[src/rtl/msrv32_fetch_pkg.sv]
// Shared encodings for the MSRV32 fetch sequencer: FSM states, PC mux selects and fetch cause codes.
package msrv32_fetch_pkg;

    localparam logic [1:0] ST_RESET_ENC       = 2'b00;
    localparam logic [1:0] ST_OPERATING_ENC   = 2'b01;
    localparam logic [1:0] ST_TRAP_TAKEN_ENC  = 2'b10;
    localparam logic [1:0] ST_TRAP_RETURN_ENC = 2'b11;

    typedef enum logic [1:0] {
        ST_RESET       = ST_RESET_ENC,
        ST_OPERATING   = ST_OPERATING_ENC,
        ST_TRAP_TAKEN  = ST_TRAP_TAKEN_ENC,
        ST_TRAP_RETURN = ST_TRAP_RETURN_ENC
    } fetch_state_e;

    localparam logic [1:0] PC_SRC_BOOT = 2'b00;
    localparam logic [1:0] PC_SRC_EPC  = 2'b01;
    localparam logic [1:0] PC_SRC_TRAP = 2'b10;
    localparam logic [1:0] PC_SRC_NEXT = 2'b11;

    localparam logic [3:0] CAUSE_IADDR_MISALIGNED = 4'd0;
    localparam logic [3:0] CAUSE_IACCESS_FAULT    = 4'd1;

endpackage

[src/rtl/msrv32_fetch_timeout.sv]
// Fetch stall watchdog: counts consecutive not-ready cycles while operating and flags the limit cycle.
module msrv32_fetch_timeout #(
    parameter int TIMEOUT_CYCLES = 255,
    parameter int CNT_W          = 8
) (
    input  logic clk,
    input  logic rst,
    input  logic active,
    input  logic ready,
    input  logic exit_req,
    output logic fault
);

    localparam logic [CNT_W-1:0] LIMIT = CNT_W'(TIMEOUT_CYCLES - 1);

    logic [CNT_W-1:0] cnt_r;
    logic             fault_s;

    // The limit is reached in the cycle whose own stall would bring the count to TIMEOUT_CYCLES.
    assign fault_s = active & ~ready & (cnt_r == LIMIT);
    assign fault   = fault_s;

    // Stall counter: cleared by reset, leaving OPERATING, a ready cycle or any redirect.
    always_ff @(posedge clk) begin
        if (rst) begin
            cnt_r <= {CNT_W{1'b0}};
        end else if (!active || ready || exit_req || fault_s) begin
            cnt_r <= {CNT_W{1'b0}};
        end else begin
            cnt_r <= cnt_r + {{(CNT_W-1){1'b0}}, 1'b1};
        end
    end

endmodule

[src/rtl/msrv32_fetch_sequencer.sv]
// MSRV32 PC-source / fetch redirect sequencer. Optional fetch timeout under MSRV32_FETCH_TIMEOUT_EN.
module msrv32_fetch_sequencer
    import msrv32_fetch_pkg::*;
#(
    parameter int TIMEOUT_CYCLES = 255,
    parameter int CNT_W          = 8
) (
    input  logic       ms_riscv32_mp_clk_in,
    input  logic       ms_riscv32_mp_rst_in,
    input  logic       ahb_ready_in,
    input  logic       branch_taken_in,
    input  logic       misaligned_instr_in,
    input  logic       trap_req_in,
    input  logic [3:0] trap_cause_in,
    input  logic       mret_req_in,
    output logic [1:0] pc_src_out,
    output logic       pc_load_out,
    output logic       flush_out,
    output logic       epc_we_out,
    output logic [3:0] trap_cause_out,
    output logic       trap_ack_out,
    output logic       mret_ack_out,
    output logic       bus_fault_out
);

    localparam bit CNT_W_OK = (2**CNT_W) > TIMEOUT_CYCLES;

    fetch_state_e state_r, state_nxt_s;
    logic [3:0]   cause_r, cause_nxt_s;
    logic         from_req_r, from_req_nxt_s;
    logic         fault_s;
    logic         op_exit_req_s;

    assign op_exit_req_s = (misaligned_instr_in & branch_taken_in) | trap_req_in | mret_req_in;

`ifdef MSRV32_FETCH_TIMEOUT_EN
    logic tmo_fault_s;

    msrv32_fetch_timeout #(
        .TIMEOUT_CYCLES (TIMEOUT_CYCLES),
        .CNT_W          (CNT_W)
    ) u_timeout (
        .clk      (ms_riscv32_mp_clk_in),
        .rst      (ms_riscv32_mp_rst_in),
        .active   (state_r == ST_OPERATING),
        .ready    (ahb_ready_in),
        .exit_req (op_exit_req_s),
        .fault    (tmo_fault_s)
    );

    assign fault_s = tmo_fault_s & CNT_W_OK;
`else
    assign fault_s = 1'b0 & CNT_W_OK;
`endif

    // Next-state and output decode; outputs follow state and inputs in the same cycle.
    always_comb begin
        state_nxt_s    = state_r;
        cause_nxt_s    = cause_r;
        from_req_nxt_s = from_req_r;
        pc_src_out     = PC_SRC_BOOT;
        pc_load_out    = 1'b0;
        flush_out      = 1'b1;
        epc_we_out     = 1'b0;
        trap_cause_out = cause_r;
        trap_ack_out   = 1'b0;
        mret_ack_out   = 1'b0;
        bus_fault_out  = 1'b0;
        if (ms_riscv32_mp_rst_in) begin
            state_nxt_s    = ST_RESET;
            trap_cause_out = 4'h0;
        end else begin
            case (state_r)
                ST_RESET: begin
                    pc_load_out = ahb_ready_in;
                    if (ahb_ready_in) begin
                        state_nxt_s = ST_OPERATING;
                    end else begin
                        state_nxt_s = ST_RESET;
                    end
                end
                ST_OPERATING: begin
                    pc_src_out  = PC_SRC_NEXT;
                    pc_load_out = ahb_ready_in;
                    flush_out   = branch_taken_in & ahb_ready_in;
                    if (fault_s) begin
                        state_nxt_s    = ST_TRAP_TAKEN;
                        cause_nxt_s    = CAUSE_IACCESS_FAULT;
                        from_req_nxt_s = 1'b0;
                        epc_we_out     = 1'b1;
                        bus_fault_out  = 1'b1;
                        trap_cause_out = CAUSE_IACCESS_FAULT;
                    end else if (misaligned_instr_in && branch_taken_in) begin
                        state_nxt_s    = ST_TRAP_TAKEN;
                        cause_nxt_s    = CAUSE_IADDR_MISALIGNED;
                        from_req_nxt_s = 1'b0;
                        epc_we_out     = 1'b1;
                        trap_cause_out = CAUSE_IADDR_MISALIGNED;
                    end else if (trap_req_in) begin
                        state_nxt_s    = ST_TRAP_TAKEN;
                        cause_nxt_s    = trap_cause_in;
                        from_req_nxt_s = 1'b1;
                        epc_we_out     = 1'b1;
                        trap_cause_out = trap_cause_in;
                    end else if (mret_req_in) begin
                        state_nxt_s = ST_TRAP_RETURN;
                    end else begin
                        state_nxt_s = ST_OPERATING;
                    end
                end
                ST_TRAP_TAKEN: begin
                    pc_src_out  = PC_SRC_TRAP;
                    pc_load_out = ahb_ready_in;
                    if (ahb_ready_in) begin
                        trap_ack_out = from_req_r;
                        state_nxt_s  = ST_OPERATING;
                    end else begin
                        state_nxt_s = ST_TRAP_TAKEN;
                    end
                end
                ST_TRAP_RETURN: begin
                    pc_src_out  = PC_SRC_EPC;
                    pc_load_out = ahb_ready_in;
                    if (ahb_ready_in) begin
                        mret_ack_out = 1'b1;
                        state_nxt_s  = ST_OPERATING;
                    end else begin
                        state_nxt_s = ST_TRAP_RETURN;
                    end
                end
                default: begin
                    state_nxt_s = ST_RESET;
                end
            endcase
        end
    end

    // State, latched trap cause and trap origin registers.
    always_ff @(posedge ms_riscv32_mp_clk_in) begin
        if (ms_riscv32_mp_rst_in) begin
            state_r    <= ST_RESET;
            cause_r    <= 4'h0;
            from_req_r <= 1'b0;
        end else begin
            state_r    <= state_nxt_s;
            cause_r    <= cause_nxt_s;
            from_req_r <= from_req_nxt_s;
        end
    end

endmodule
[config.mk]
export PLATFORM = sky130hd
export DESIGN_NAME = msrv32_fetch_sequencer
export DESIGN_NICKNAME = d
export VERILOG_FILES = /design/src/rtl/msrv32_fetch_pkg.sv /design/src/rtl/msrv32_fetch_timeout.sv /design/src/rtl/msrv32_fetch_sequencer.sv
export SDC_FILE = /design/constraint.sdc
export NUM_CORES = 1
export LEC_CHECK = 0
export ABC_AREA = 0
export ABC_CLOCK_PERIOD_IN_PS = 4650
export BUFFER_PORTS_ARGS = -buffer_cell sky130_fd_sc_hd__buf_2
export CAP_MARGIN = 10
export CORE_AREA = 2 2 39 41
export DETAILED_ROUTE_END_ITERATION = 10
export DIE_AREA = 0 0 41 43
export GPL_ROUTABILITY_DRIVEN = 0
export PLACE_DENSITY = 0.71
export SLEW_MARGIN = 0
export SYNTH_ARGS = -nofsm -noshare
export SYNTH_HDL_FRONTEND = slang
export SYNTH_HIERARCHICAL = 1
export SYNTH_SLANG_ARGS = --single-unit
[constraint.sdc]
create_clock -name ms_riscv32_mp_clk_in -period 4.65 [get_ports ms_riscv32_mp_clk_in]
set_input_delay 1.395 -clock ms_riscv32_mp_clk_in [delete_from_list [all_inputs] [get_ports ms_riscv32_mp_clk_in]]
set_output_delay 1.395 -clock ms_riscv32_mp_clk_in [all_outputs]
set_load 0.05 [all_outputs]
==> results.md <==
- Outcome: complete, no violations
- Synth Area in Simple Gates: 0.192
- Seq/Total Area, Yosys: 0.286
- Lkg Pwr: 0.281 nW
- Total CTS buffers: 3
- Max IR drop VDD: 0.175 mV
- Fmax: 0.272 GHz
- Worst Min Path Start: cause_r[1]$_DFF_P_
- Switching Power: 0.0483 mW
- First-pass DRT Iterations: 4
- Reg2Reg Setup Slack: 3.32 ns
- Clk Tree Root Cell: clkbuf_4
- # setup viols final: 0
- Reg-to-reg critical path startpoint: state_r[1]$_SDFF_PP0_
- Worst Path Arrival: 2.27 ns
- Hold EP: cause_r[1]$_DFF_P_
- Critical-path cell list: buf_2 -> a21oi_4 -> o21ai_1 -> a21oi_1 -> buf_2
- Post-route ant nets: 0
- Core area: 1380 sq um
- CP endpoint kind: primary output
- Fill cells: 149
- Compound-gate portion of the synthesized area: 0.281
- CP Buf/Inv Count: 2
- Setup_tns: 0 ns
- Inst Count DP: 90
- Period utilization: 0.789
- Grt ovf: 0
- Cell Pwr Density: 253 nW/um^2
- Hold Path Depth: 1
- Drt initial violations: 5
- Mux contribution to synthesized area: 0
- Int Pwr: 0.107 mW
- Post-synthesis cell count: 57
- Initial antenna violation count: 0
- WS Path Type: in2out
- Minimum clock period: 3.67 ns
- Startpoint Class: primary input
- CP max stage cell: buf_2
- Most used cell, CP: buf_2
- XOR/XNOR share of the synthesized area: 0
- Post-Syn Nets: 73
- Starting Density: 0.354
- Reg2reg path depth: 5
- Clock latency on the worst-skew pair: 0.25 ns
- Clock power share: 0.359
- CP Max Fanout: 5
- Die area: 1760 sq um
- Vias in the first global route: 430
- Post-CTS Resized: 0
- Yosys warnings: 6
- Ports: 23
- Max-slew violations: 0
- Sequential share of power: 0.411
- Port Buffer Count: 21
- Avg WL per Cell: 11.1 um
- Die width: 41 um
- Residual DRC count: 0
- TritonCTS clock tree: done
- Antenna cell count: 0
- Detailed Place HPWL: 840 um
- Post-synthesis adder-cell area fraction: 0.128
- Min-Delay Path Class: reg2reg
- End-of-flow core utilization: 0.442
- H-tree Lvls: 1
- Syn Std Cell Area: 489 sq um
- Switching share of power: 0.312
- Setup bufs post-CTS: 0
- First-pass GRT wire length: 1680 um
- Row count: 14
- Worst hold slack: 0.494 ns
- Worst EP required: 3.25 ns
- Final Hold Fails: 0
- Largest net degree at the start of global routing: 11
- Num Clock Sinks: 7
- Crit Reg-Reg Endpoint: cause_r[1]$_DFF_P_
- Seq cells post-synth: 7
- Total of max-cap violations: 0
- Area growth syn-to-layout: 25.1%
- Final wirelength: 1050 um
- Syn_area_per_cell: 8.58 sq um
- Layout cells sized above 1: 0.410
- Commonest cells after routing, fill and taps aside: buf_2, dfxtp_1, inv_1
- Die span in y: 43 um
- Hold_buf cts: 0
- Crit-path max cell delay: 0.29 ns
- Synth cell types: 27
- Comb pwr share: 0.231
- Main combinational cell family by area after synthesis: compound AO/OA/AOI/OAI gates
- Routed vias: 455
- Global Route Usage Sum: 0.143
- Layout net count: 95
- Clk pin slew, worst setup/hold paths: 0.05 ns
- Clock buffer depth: 2
- Fin cells: 94
- RSZ-0062 raised after global routing: false
- CP top delay family: compound AO/OA/AOI/OAI gates
- Clk_skew: 0.000111 ns
- DR vias/cell: 4.84
- Leading cell type in the layout, fill and taps excluded: buf_2
-- layer usage --
layer / global-route usage / wire (um)
met1: 0.173 / 463
met2: 0.213 / 482
met3: 0.0785 / 91
met4: 0.0400 / 7
met5: 0 / 0
-- logic make-up (layout without fill, tap and decap cells) --
logic type               count (synthesis)  count (layout)
AO/OA/AOI/OAI                           18              18
adder cells (fa/ha/maj)                  5               5
buffers and inverters                   10              31
flip-flops                               7               7
other                                    1               1
AND/OR/NAND/NOR                         16              16
-- power groups by stage --
stage / sequential, mW / combinational [mW] / clock, mW
5_1_grt: 0.0638 / 0.0388 / 0.0608
6_report: 0.0636 / 0.0357 / 0.0555
3_3_place_gp: 0.0647 / 0.0358 / 0
4_1_cts: 0.0636 / 0.0360 / 0.0579
3_5_place_dp: 0.0648 / 0.0359 / 0
2_1_floorplan: 0.0644 / 0.0275 / 0
-- how the worst max path moves through the flow --
stage                         startpoint           endpoint  depth (start not counted)
floorplan           ms_riscv32_mp_rst_in         epc_we_out                          2
global placement         branch_taken_in  trap_cause_out[2]                          5
detailed placement       branch_taken_in  trap_cause_out[2]                          5
CTS                      branch_taken_in  trap_cause_out[2]                          5
global route             branch_taken_in  trap_cause_out[2]                          5
finish                   branch_taken_in  trap_cause_out[2]                          5
-- synthesized netlist by cell type (all sizes together) --
master	n	area, sq um
dfxtp	7	140
inv	6	22.5
a21oi	5	36.3
ha	5	62.6
o21ai	5	25.0
nor2b	4	27.5
a22o	3	30.0
buf	3	23.8
nand3	3	15.0
nor2	3	11.3
o21a	2	15.0
a211o	1	10.0
a211oi	1	12.5
a311oi	1	8.76
and2	1	6.26
and3	1	6.26
clkbuf	1	5.00
conb	1	3.75
nand2	1	3.75
nand4	1	6.26
nor3	1	10.0
nor3b	1	7.51
-- flip-flops by register name, indices dropped and copies added (netlist names) --
signal / cells
state_r: 2
from_req_r: 1
cause_r: 4
-- metrics by stage --
stage	total power [mW]	area, sq um	worst slack, ns
after floorplan	0.0919	489	0.524
after global placement	0.100	586	0.968
after detailed placement	0.101	586	0.978
after CTS	0.157	612	0.976
after global routing	0.163	612	0.917
final	0.155	612	0.980
-- final cells by class --
cell class,count,area (sq um),area share
flip-flops and latches,7,140,0.229
clock buffers,4,26.3,0.0429
multi-input cells,40,298,0.487
repair buffers,21,105,0.172
well taps,16,20.0,0.0327
inverters,6,22.5,0.0368
Note: power is estimated with default switching activity, not from simulation.
